<file path="config.mk">
export PLATFORM = sky130hd
export DESIGN_NAME = cycle_controller_flat
export DESIGN_NICKNAME = d
export VERILOG_FILES = /design/src/rtl/cpu_ctrl_pkg.sv /design/src/rtl/cycle_controller_if.sv /design/src/rtl/cycle_controller_phase_decoder.sv /design/src/rtl/cycle_controller.sv /design/src/flat_wrapper.sv
export SDC_FILE = /design/constraint.sdc
export NUM_CORES = 1
export LEC_CHECK = 0
export ABC_AREA = 1
export BUFFER_PORTS_ARGS = -buffer_cell sky130_fd_sc_hd__buf_2
export CELL_PAD_IN_SITES_DETAIL_PLACEMENT = 1
export CELL_PAD_IN_SITES_GLOBAL_PLACEMENT = 2
export CORE_MARGIN = 8
export CORE_UTILIZATION = 22
export DETAILED_ROUTE_END_ITERATION = 7
export PLACE_DENSITY = 0.77
export SYNTH_ARGS = -nofsm -noshare
export SYNTH_HDL_FRONTEND = slang
export SYNTH_HIERARCHICAL = 1
export SYNTH_SLANG_ARGS = --single-unit
</file>
<file path="constraint.sdc">
create_clock -name clk -period 1.9 [get_ports clk]
set_input_delay 0.38 -clock clk [delete_from_list [all_inputs] [get_ports clk]]
set_output_delay 0.38 -clock clk [all_outputs]
set_load 0.1 [all_outputs]
</file>
<file path="src/rtl/cpu_ctrl_pkg.sv">
// Shared types and constants for the instruction-cycle controller.
package cpu_ctrl_pkg;

    // Phase values produced by the external 2-bit phase counter.
    typedef enum logic [1:0] {
        PH_FETCH     = 2'd0,
        PH_DECODE    = 2'd1,
        PH_EXECUTE   = 2'd2,
        PH_WRITEBACK = 2'd3
    } phase_e;

    // Controller operating state.
    typedef enum logic [1:0] {
        ST_IDLE = 2'd0,
        ST_RUN  = 2'd1,
        ST_HALT = 2'd2
    } ctrl_state_e;

    // Top nibble of the instruction that halts the core.
    localparam logic [3:0] HLT_OPCODE_DEFAULT = 4'hF;

endpackage

</file>
<file path="src/rtl/cycle_controller_if.sv">
// Bundle of phase-counter, memory and datapath-strobe signals around the controller.
interface cycle_controller_if #(
    parameter int WIDTH = 8
);
    logic [1:0]       phase;
    logic             start;
    logic             mem_ack;
    logic [WIDTH-1:0] mem_rdata;
    logic             cnt_clr;
    logic             mem_req;
    logic [WIDTH-1:0] ir;
    logic             pc_inc;
    logic             alu_en;
    logic             reg_we;
    logic             busy;
    logic             halted;

    // Controller side: consumes phase/start/memory, drives strobes.
    modport master (
        input  phase, start, mem_ack, mem_rdata,
        output cnt_clr, mem_req, ir, pc_inc, alu_en, reg_we, busy, halted
    );

    // Environment side: phase counter, memory and datapath.
    modport slave (
        output phase, start, mem_ack, mem_rdata,
        input  cnt_clr, mem_req, ir, pc_inc, alu_en, reg_we, busy, halted
    );
endinterface

</file>
<file path="src/rtl/cycle_controller_phase_decoder.sv">
// 2-to-4 one-hot decode of the phase counter value.
module phase_decoder
    import cpu_ctrl_pkg::*;
(
    input  logic [1:0] phase_i,
    output logic [3:0] onehot_o
);

    // Combinational one-hot decode; bit n is set in phase n.
    always_comb begin
        onehot_o = 4'b0000;
        case (phase_e'(phase_i))
            PH_FETCH:     onehot_o = 4'b0001;
            PH_DECODE:    onehot_o = 4'b0010;
            PH_EXECUTE:   onehot_o = 4'b0100;
            PH_WRITEBACK: onehot_o = 4'b1000;
            default:      onehot_o = 4'b0000;
        endcase
    end

endmodule

</file>
<file path="src/rtl/cycle_controller.sv">
// Instruction-cycle controller: turns the phase counter value into datapath
// strobes, holds the counter at FETCH while idle, halted or waiting on memory.
module cycle_controller
    import cpu_ctrl_pkg::*;
#(
    parameter int         WIDTH      = 8,
    parameter logic [3:0] HLT_OPCODE = HLT_OPCODE_DEFAULT
) (
    input  logic              clk,
    input  logic              clr_n,
    cycle_controller_if.master bus
);

    ctrl_state_e      state_q, state_d;
    logic [WIDTH-1:0] ir_q, ir_d;
    logic [3:0]       ph_s;
    logic             cnt_clr_s, mem_req_s, pc_inc_s, alu_en_s, reg_we_s;
    logic             busy_s, halted_s;

    phase_decoder u_phase_decoder (
        .phase_i  (bus.phase),
        .onehot_o (ph_s)
    );

    // Next state, instruction capture and strobe decode.
    always_comb begin
        state_d   = state_q;
        ir_d      = ir_q;
        cnt_clr_s = 1'b0;
        mem_req_s = 1'b0;
        pc_inc_s  = 1'b0;
        alu_en_s  = 1'b0;
        reg_we_s  = 1'b0;
        busy_s    = 1'b0;
        halted_s  = 1'b0;
        case (state_q)
            ST_IDLE: begin
                cnt_clr_s = 1'b1;
                if (bus.start) begin
                    state_d = ST_RUN;
                end else begin
                    state_d = ST_IDLE;
                end
            end
            ST_RUN: begin
                busy_s = 1'b1;
                if (ph_s[0]) begin
                    mem_req_s = 1'b1;
                    if (bus.mem_ack) begin
                        ir_d     = bus.mem_rdata;
                        pc_inc_s = 1'b1;
                    end else begin
                        // Hold the counter at FETCH and retry next cycle.
                        cnt_clr_s = 1'b1;
                    end
                end else if (ph_s[1]) begin
                    if (ir_q[WIDTH-1 -: 4] == HLT_OPCODE) begin
                        cnt_clr_s = 1'b1;
                        state_d   = ST_HALT;
                    end else begin
                        state_d = ST_RUN;
                    end
                end else if (ph_s[2]) begin
                    alu_en_s = 1'b1;
                end else if (ph_s[3]) begin
                    // Stores/branches (MSB set) never write the register file.
                    reg_we_s = ~ir_q[WIDTH-1];
                end else begin
                    state_d = ST_RUN;
                end
            end
            ST_HALT: begin
                cnt_clr_s = 1'b1;
                halted_s  = 1'b1;
                if (bus.start) begin
                    state_d = ST_RUN;
                end else begin
                    state_d = ST_HALT;
                end
            end
            default: begin
                cnt_clr_s = 1'b1;
                state_d   = ST_IDLE;
            end
        endcase
    end

    // State and instruction register with asynchronous clear.
    always_ff @(posedge clk or negedge clr_n) begin
        if (!clr_n) begin
            state_q <= ST_IDLE;
            ir_q    <= '0;
        end else begin
            state_q <= state_d;
            ir_q    <= ir_d;
        end
    end

    assign bus.cnt_clr = cnt_clr_s;
    assign bus.mem_req = mem_req_s;
    assign bus.ir      = ir_q;
    assign bus.pc_inc  = pc_inc_s;
    assign bus.alu_en  = alu_en_s;
    assign bus.reg_we  = reg_we_s;
    assign bus.busy    = busy_s;
    assign bus.halted  = halted_s;

endmodule

</file>
<file path="src/flat_wrapper.sv">
// flat-port wrapper written by rule: the top's interface ports become plain ports
module cycle_controller_flat import cpu_ctrl_pkg::*;
#(
    parameter int         WIDTH      = 8,
    parameter logic [3:0] HLT_OPCODE = HLT_OPCODE_DEFAULT
)
  (clk, clr_n, bus_phase, bus_start, bus_mem_ack, bus_mem_rdata, bus_cnt_clr, bus_mem_req, bus_ir, bus_pc_inc, bus_alu_en, bus_reg_we, bus_busy, bus_halted);
  cycle_controller_if #(.WIDTH(WIDTH)) bus_i ();
  input  logic clk;
  input  logic clr_n;
  input wire logic [$bits(bus_i.phase)-1:0] bus_phase;
  input wire logic [$bits(bus_i.start)-1:0] bus_start;
  input wire logic [$bits(bus_i.mem_ack)-1:0] bus_mem_ack;
  input wire logic [$bits(bus_i.mem_rdata)-1:0] bus_mem_rdata;
  output wire logic [$bits(bus_i.cnt_clr)-1:0] bus_cnt_clr;
  output wire logic [$bits(bus_i.mem_req)-1:0] bus_mem_req;
  output wire logic [$bits(bus_i.ir)-1:0] bus_ir;
  output wire logic [$bits(bus_i.pc_inc)-1:0] bus_pc_inc;
  output wire logic [$bits(bus_i.alu_en)-1:0] bus_alu_en;
  output wire logic [$bits(bus_i.reg_we)-1:0] bus_reg_we;
  output wire logic [$bits(bus_i.busy)-1:0] bus_busy;
  output wire logic [$bits(bus_i.halted)-1:0] bus_halted;
  assign bus_i.phase = bus_phase;
  assign bus_i.start = bus_start;
  assign bus_i.mem_ack = bus_mem_ack;
  assign bus_i.mem_rdata = bus_mem_rdata;
  assign bus_cnt_clr = bus_i.cnt_clr;
  assign bus_mem_req = bus_i.mem_req;
  assign bus_ir = bus_i.ir;
  assign bus_pc_inc = bus_i.pc_inc;
  assign bus_alu_en = bus_i.alu_en;
  assign bus_reg_we = bus_i.reg_we;
  assign bus_busy = bus_i.busy;
  assign bus_halted = bus_i.halted;
  cycle_controller #(.WIDTH(WIDTH), .HLT_OPCODE(HLT_OPCODE)) u_core (.clk(clk), .clr_n(clr_n), .bus(bus_i));
endmodule
</file>
* Word-level counts from Yosys, hierarchy flattened
Cells that the tools add are included.
** Word-level totals
- Word-level logic and storage cells :: 46
- Input bits :: 14
- Output and inout bits :: 15
- Register bits :: 10
** Operators by class
- Equality and inequality tests :: 9
- Multiplexer cells :: 30
- Reduce and logical (&&, ||, !) cells :: 4
- Bitwise gates (word level) :: 1
** Operator list (count)
- 1-bit two-way mux :: 22
- 4-bit case mux with 4 select lines :: 1
- 2-bit two-way mux :: 6
- 2-bit equality test, second input constant :: 3
- 3-bit inequality test, second input constant :: 2
- 2-bit case mux with 3 select lines :: 1
- 3-bit AND reduction :: 2
- 2-bit by 1-bit equality test with 1-bit output, second input constant :: 2
- 4-bit equality test, second input constant :: 1
- 2-bit zero test :: 2
- 2-bit inequality test, second input constant :: 1
- 1-bit NOT :: 1

* Longest topological paths before layout
- Depth in word-level cells :: 7
- Gate-level depth with buffers :: 9
- Depth with buffers taken out :: 9

* Modules after synthesis
Netlist, hierarchy kept.
** Modules (own cells, without submodules)
- cycle_controller :: sequential area each 250.2 um^2, cells each 73, instances 1, area an instance 523.0 um^2
- phase_decoder :: sequential area each 0.0 um^2, cells each 7, instances 1, area an instance 26.3 um^2

* Worst setup path before layout
No wires, ideal clock.
- Path type :: flip-flop to output port
- From :: register u_core.state_q[0]
- To :: output bus_reg_we
- Stages on the path, launching flop included :: 5
- Setup slack :: -1993 ps
- Arrival :: 3513 ps
- Buffers on the path :: 0
- Data required time :: 1520 ps
- Path through :: dfrtp_1 -> inv_1 -> nor2_2 -> nand2_1 -> nor3_1
** On the way
- Word-level cells in the longest chain between the ends :: 2
** Ends and longest elaborated chain
- start, declared :: RTL line cycle_controller.sv:14 : ctrl_state_e state_q, state_d;
- start signal, assigned :: RTL line cycle_controller.sv:94 : state_q <= state_d;
- 2-bit by 1-bit equality test with 1-bit output :: RTL line cycle_controller.sv:36 : case (state_q)
- 1-bit two-way mux :: RTL line cycle_controller.sv:36
- end, declared :: RTL line flat_wrapper.sv:20 : output wire logic [$bits(bus_i.reg_we)-1:0] bus_reg_we;
No other way between the ends.

* Worst setup path after layout
- From :: register u_core.state_q[1]
- To :: output bus_pc_inc
** On the way
- Word-level cells in the longest chain between the ends :: 2
** Ends and longest elaborated chain
- 2-bit by 1-bit equality test with 1-bit output :: RTL line cycle_controller.sv:36
- 1-bit two-way mux :: RTL line cycle_controller.sv:36
- end, declared :: RTL line flat_wrapper.sv:18 : output wire logic [$bits(bus_i.pc_inc)-1:0] bus_pc_inc;
No other way between the ends.

==> results.json <==
{
  "grt_pass1_wl_microns": 2990,
  "critPathLaunchType": "flip-flop",
  "drv_slew": 0,
  "powerDensity_nw_per_um2": 942,
  "peakVddDrop_uv": 471,
  "cts_sinks": 10,
  "syn2layout_area_growth_pct": 62.9,
  "ys_warn_count": 6,
  "num_io_pins": 29,
  "cts_buffers": 3,
  "io_buffer_count": 28,
  "status": "finished, final reports clean",
  "grtUsageTotal": 0.0873,
  "relSlewSlack": 0.670,
  "end_kind": "output port",
  "clk_latency_ns": 0.26,
  "rsz0062_at_grt": "yes",
  "fmax_mhz": 561,
  "antenna_found_initial": 0,
  "fp.dieW_microns": 66.0,
  "num_antenna_cells": 0,
  "synth_area_sq_um": 549,
  "final_nets": 129,
  "worstMarginPinSlew_ns": 0.498,
  "drt-total-wl_microns": 1740,
  "rows": 18,
  "hold_violations": 0,
  "crit_chain": "inv_2 > nand2_2 > nor2_4 > nand2_4 > clkinv_4 > buf_12",
  "synthCells": 80,
  "criticalPathCategory": "reg2out",
  "coreArea_sq_um": 2430,
  "finalCritPeriodShare": 0.938,
  "drt-initial-drc-count": 18,
  "postSynthAreaPerCell_sq_um": 6.87,
  "synth-seq-cells": 10,
  "start_util": 0.226,
  "cap_viol_max_count": 0,
  "slowest_delay_ns": 0.42,
  "drcViolationCount": 0,
  "cts_tree": "yes",
  "p_total_uw": 843,
  "clk_pin_slew_worst_paths_ns": 0.07,
  "timing.hold.ws_ns": 0.305,
  "finalSetupViolations": 0,
  "grt_max_degree": 11,
  "synthesis.nets": 94,
  "ant_nets": 0,
  "dieHeight_microns": 66.0,
  "cp_slowest_cell": "dfrtp_1",
  "cts_buffer_depth": 2,
  "path_max_fanout": 9,
  "place.gp.congestion": 0.699,
  "vias": 597,
  "grt_overflow": 0,
  "hp-class": "in2reg",
  "vias_per_cell": 4.15,
  "leakage_nw": 0.507,
  "worstPathRequired_ns": 1.52,
  "drive_gt1_frac": 0.439,
  "synth_seq_area_share": 0.456,
  "period_needed_ns": 1.78,
  "utilization": 0.368,
  "post_synth_num_cell_types": 14,
  "ctsRootBufferMaster": "clkbuf_4",
  "dpl.hpwl_microns": 1480,
  "dieArea_sq_um": 4350,
  "critPathTopFamily": "flip-flops",
  "drtPass1Iterations": 3,
  "grt_pass1_vias": 679,
  "worstPathArrival_ns": 1.40,
  "h-tree-depth": 1,
  "clock_skew_ns": 0.00339,
  "wl_per_cell_microns": 12.1,
  "worst-path-buf-inv": 3
}
-- synth_stat cells (all sizes together) --
library cell / n / area [sq um]
nand2: 38 / 153
nor2: 14 / 62.6
inv: 11 / 41.3
dfrtp: 10 / 250
nand3: 2 / 10.0
nor3: 2 / 10.0
clkinv: 1 / 8.76
o211ai: 1 / 7.51
or2: 1 / 6.26
-- area by class of cell --
type | count | area, sq um
tap | 30 | 37.5
timing repair buffer | 30 | 233
inverter | 12 | 50.0
multi-input combinational | 58 | 283
sequential | 10 | 255
clock buffer | 4 | 36.3
fill | 309 | 1540
-- state kept, by name (all words and copies together) (netlist names) --
name            count
u_core/bus.ir       8
u_core/state_q      2
-- worst register-to-register path, cell delays in order (launching register included) --
cell and delay (ns):
dfrtp_1 0.42, inv_2 0.08, nand2_2 0.09, nor2_4 0.15, nand2_4 0.11, clkinv_4 0.11
nand2_1 0.06, nand2_1 0.05
-- per-layer routing --
metal | GRT usage | vias up | share of wire
li1 | - | 304 | -
met1 | 0.0990 | 264 | 0.42
met2 | 0.138 | 27 | 0.44
met3 | 0.0492 | 2 | 0.13
met4 | 0.0240 | 0 | 0.0081
met5 | 0 | - | 0
-- cells in the final DEF (no fill, tap or decap) --
cell | synthesis | final
buf_12 | 0 | 5
buf_2 | 0 | 23
buf_4 | 0 | 1
clkbuf_4 | 0 | 3
clkbuf_8 | 0 | 1
clkinv_4 | 1 | 1
dfrtp_1 | 10 | 6
dfrtp_2 | 0 | 4
dlygate4sd3_1 | 0 | 1
inv_1 | 9 | 9
inv_2 | 2 | 2
nand2_1 | 36 | 36
nand2_2 | 1 | 1
nand2_4 | 1 | 1
nand3_1 | 2 | 2
nor2_1 | 12 | 9
nor2_2 | 1 | 2
nor2_4 | 1 | 3
nor3_2 | 0 | 1
nor3_4 | 0 | 1
o211ai_1 | 1 | 1
or2_2 | 1 | 1
-- path summary, 6_finish.rpt --
check | startpoint | endpoint | slack [ns] | depth (start not counted)
worst max-delay path | u_core/state_q[1] | bus_pc_inc | 0.12 | 6
worst min-delay path | bus_mem_rdata[2] | u_core/bus.ir[2] | 0.31 | 3
worst max register to register | u_core/state_q[1] | u_core/bus.ir[7] | 0.77 | 7
worst min register to register | u_core/bus.ir[0] | u_core/bus.ir[0] | 0.48 | 2
max in group asynchronous | clr_n | u_core/bus.ir[6] | 1.18 | 2
min in group asynchronous | clr_n | u_core/bus.ir[0] | 0.50 | 2
-- through the flow --
step / setup slack, ns / area [sq um] / std cells / TNS (ns)
floorplan: -0.517 / 586 / 80 / -1.22
global placement: 0.173 / 838 / 138 / 0
detailed placement: 0.0890 / 838 / 138 / 0
CTS: 0.0461 / 885 / 143 / 0
global route: -0.0148 / 895 / 144 / -0.0148
finish: 0.119 / 895 / 144 / 0
-- power breakdown --
part | internal (mW) | switching, mW | total, mW
clock network | 0.116 | 0.0759 | 0.192
registers | 0.243 | 0.0224 | 0.265
logic | 0.0739 | 0.311 | 0.385
-- timing repair --
item / CTS / global route
hold buffers: 1 / 0
buffers inserted: 0 / 1
hold endpoints to repair: 10 / 0
setup endpoints to repair: 0 / 2
resized for setup: 0 / 1
-- kinds of logic (layout without fill, tap and decap cells) --
logic type | Yosys count | count (layout) | share of synthesized area
compound gates | 1 | 1 | 0.0137
buf+inv | 12 | 46 | 0.0911
flops | 10 | 10 | 0.456
simple gates | 57 | 57 | 0.440
(Power assumes the default switching activity.)
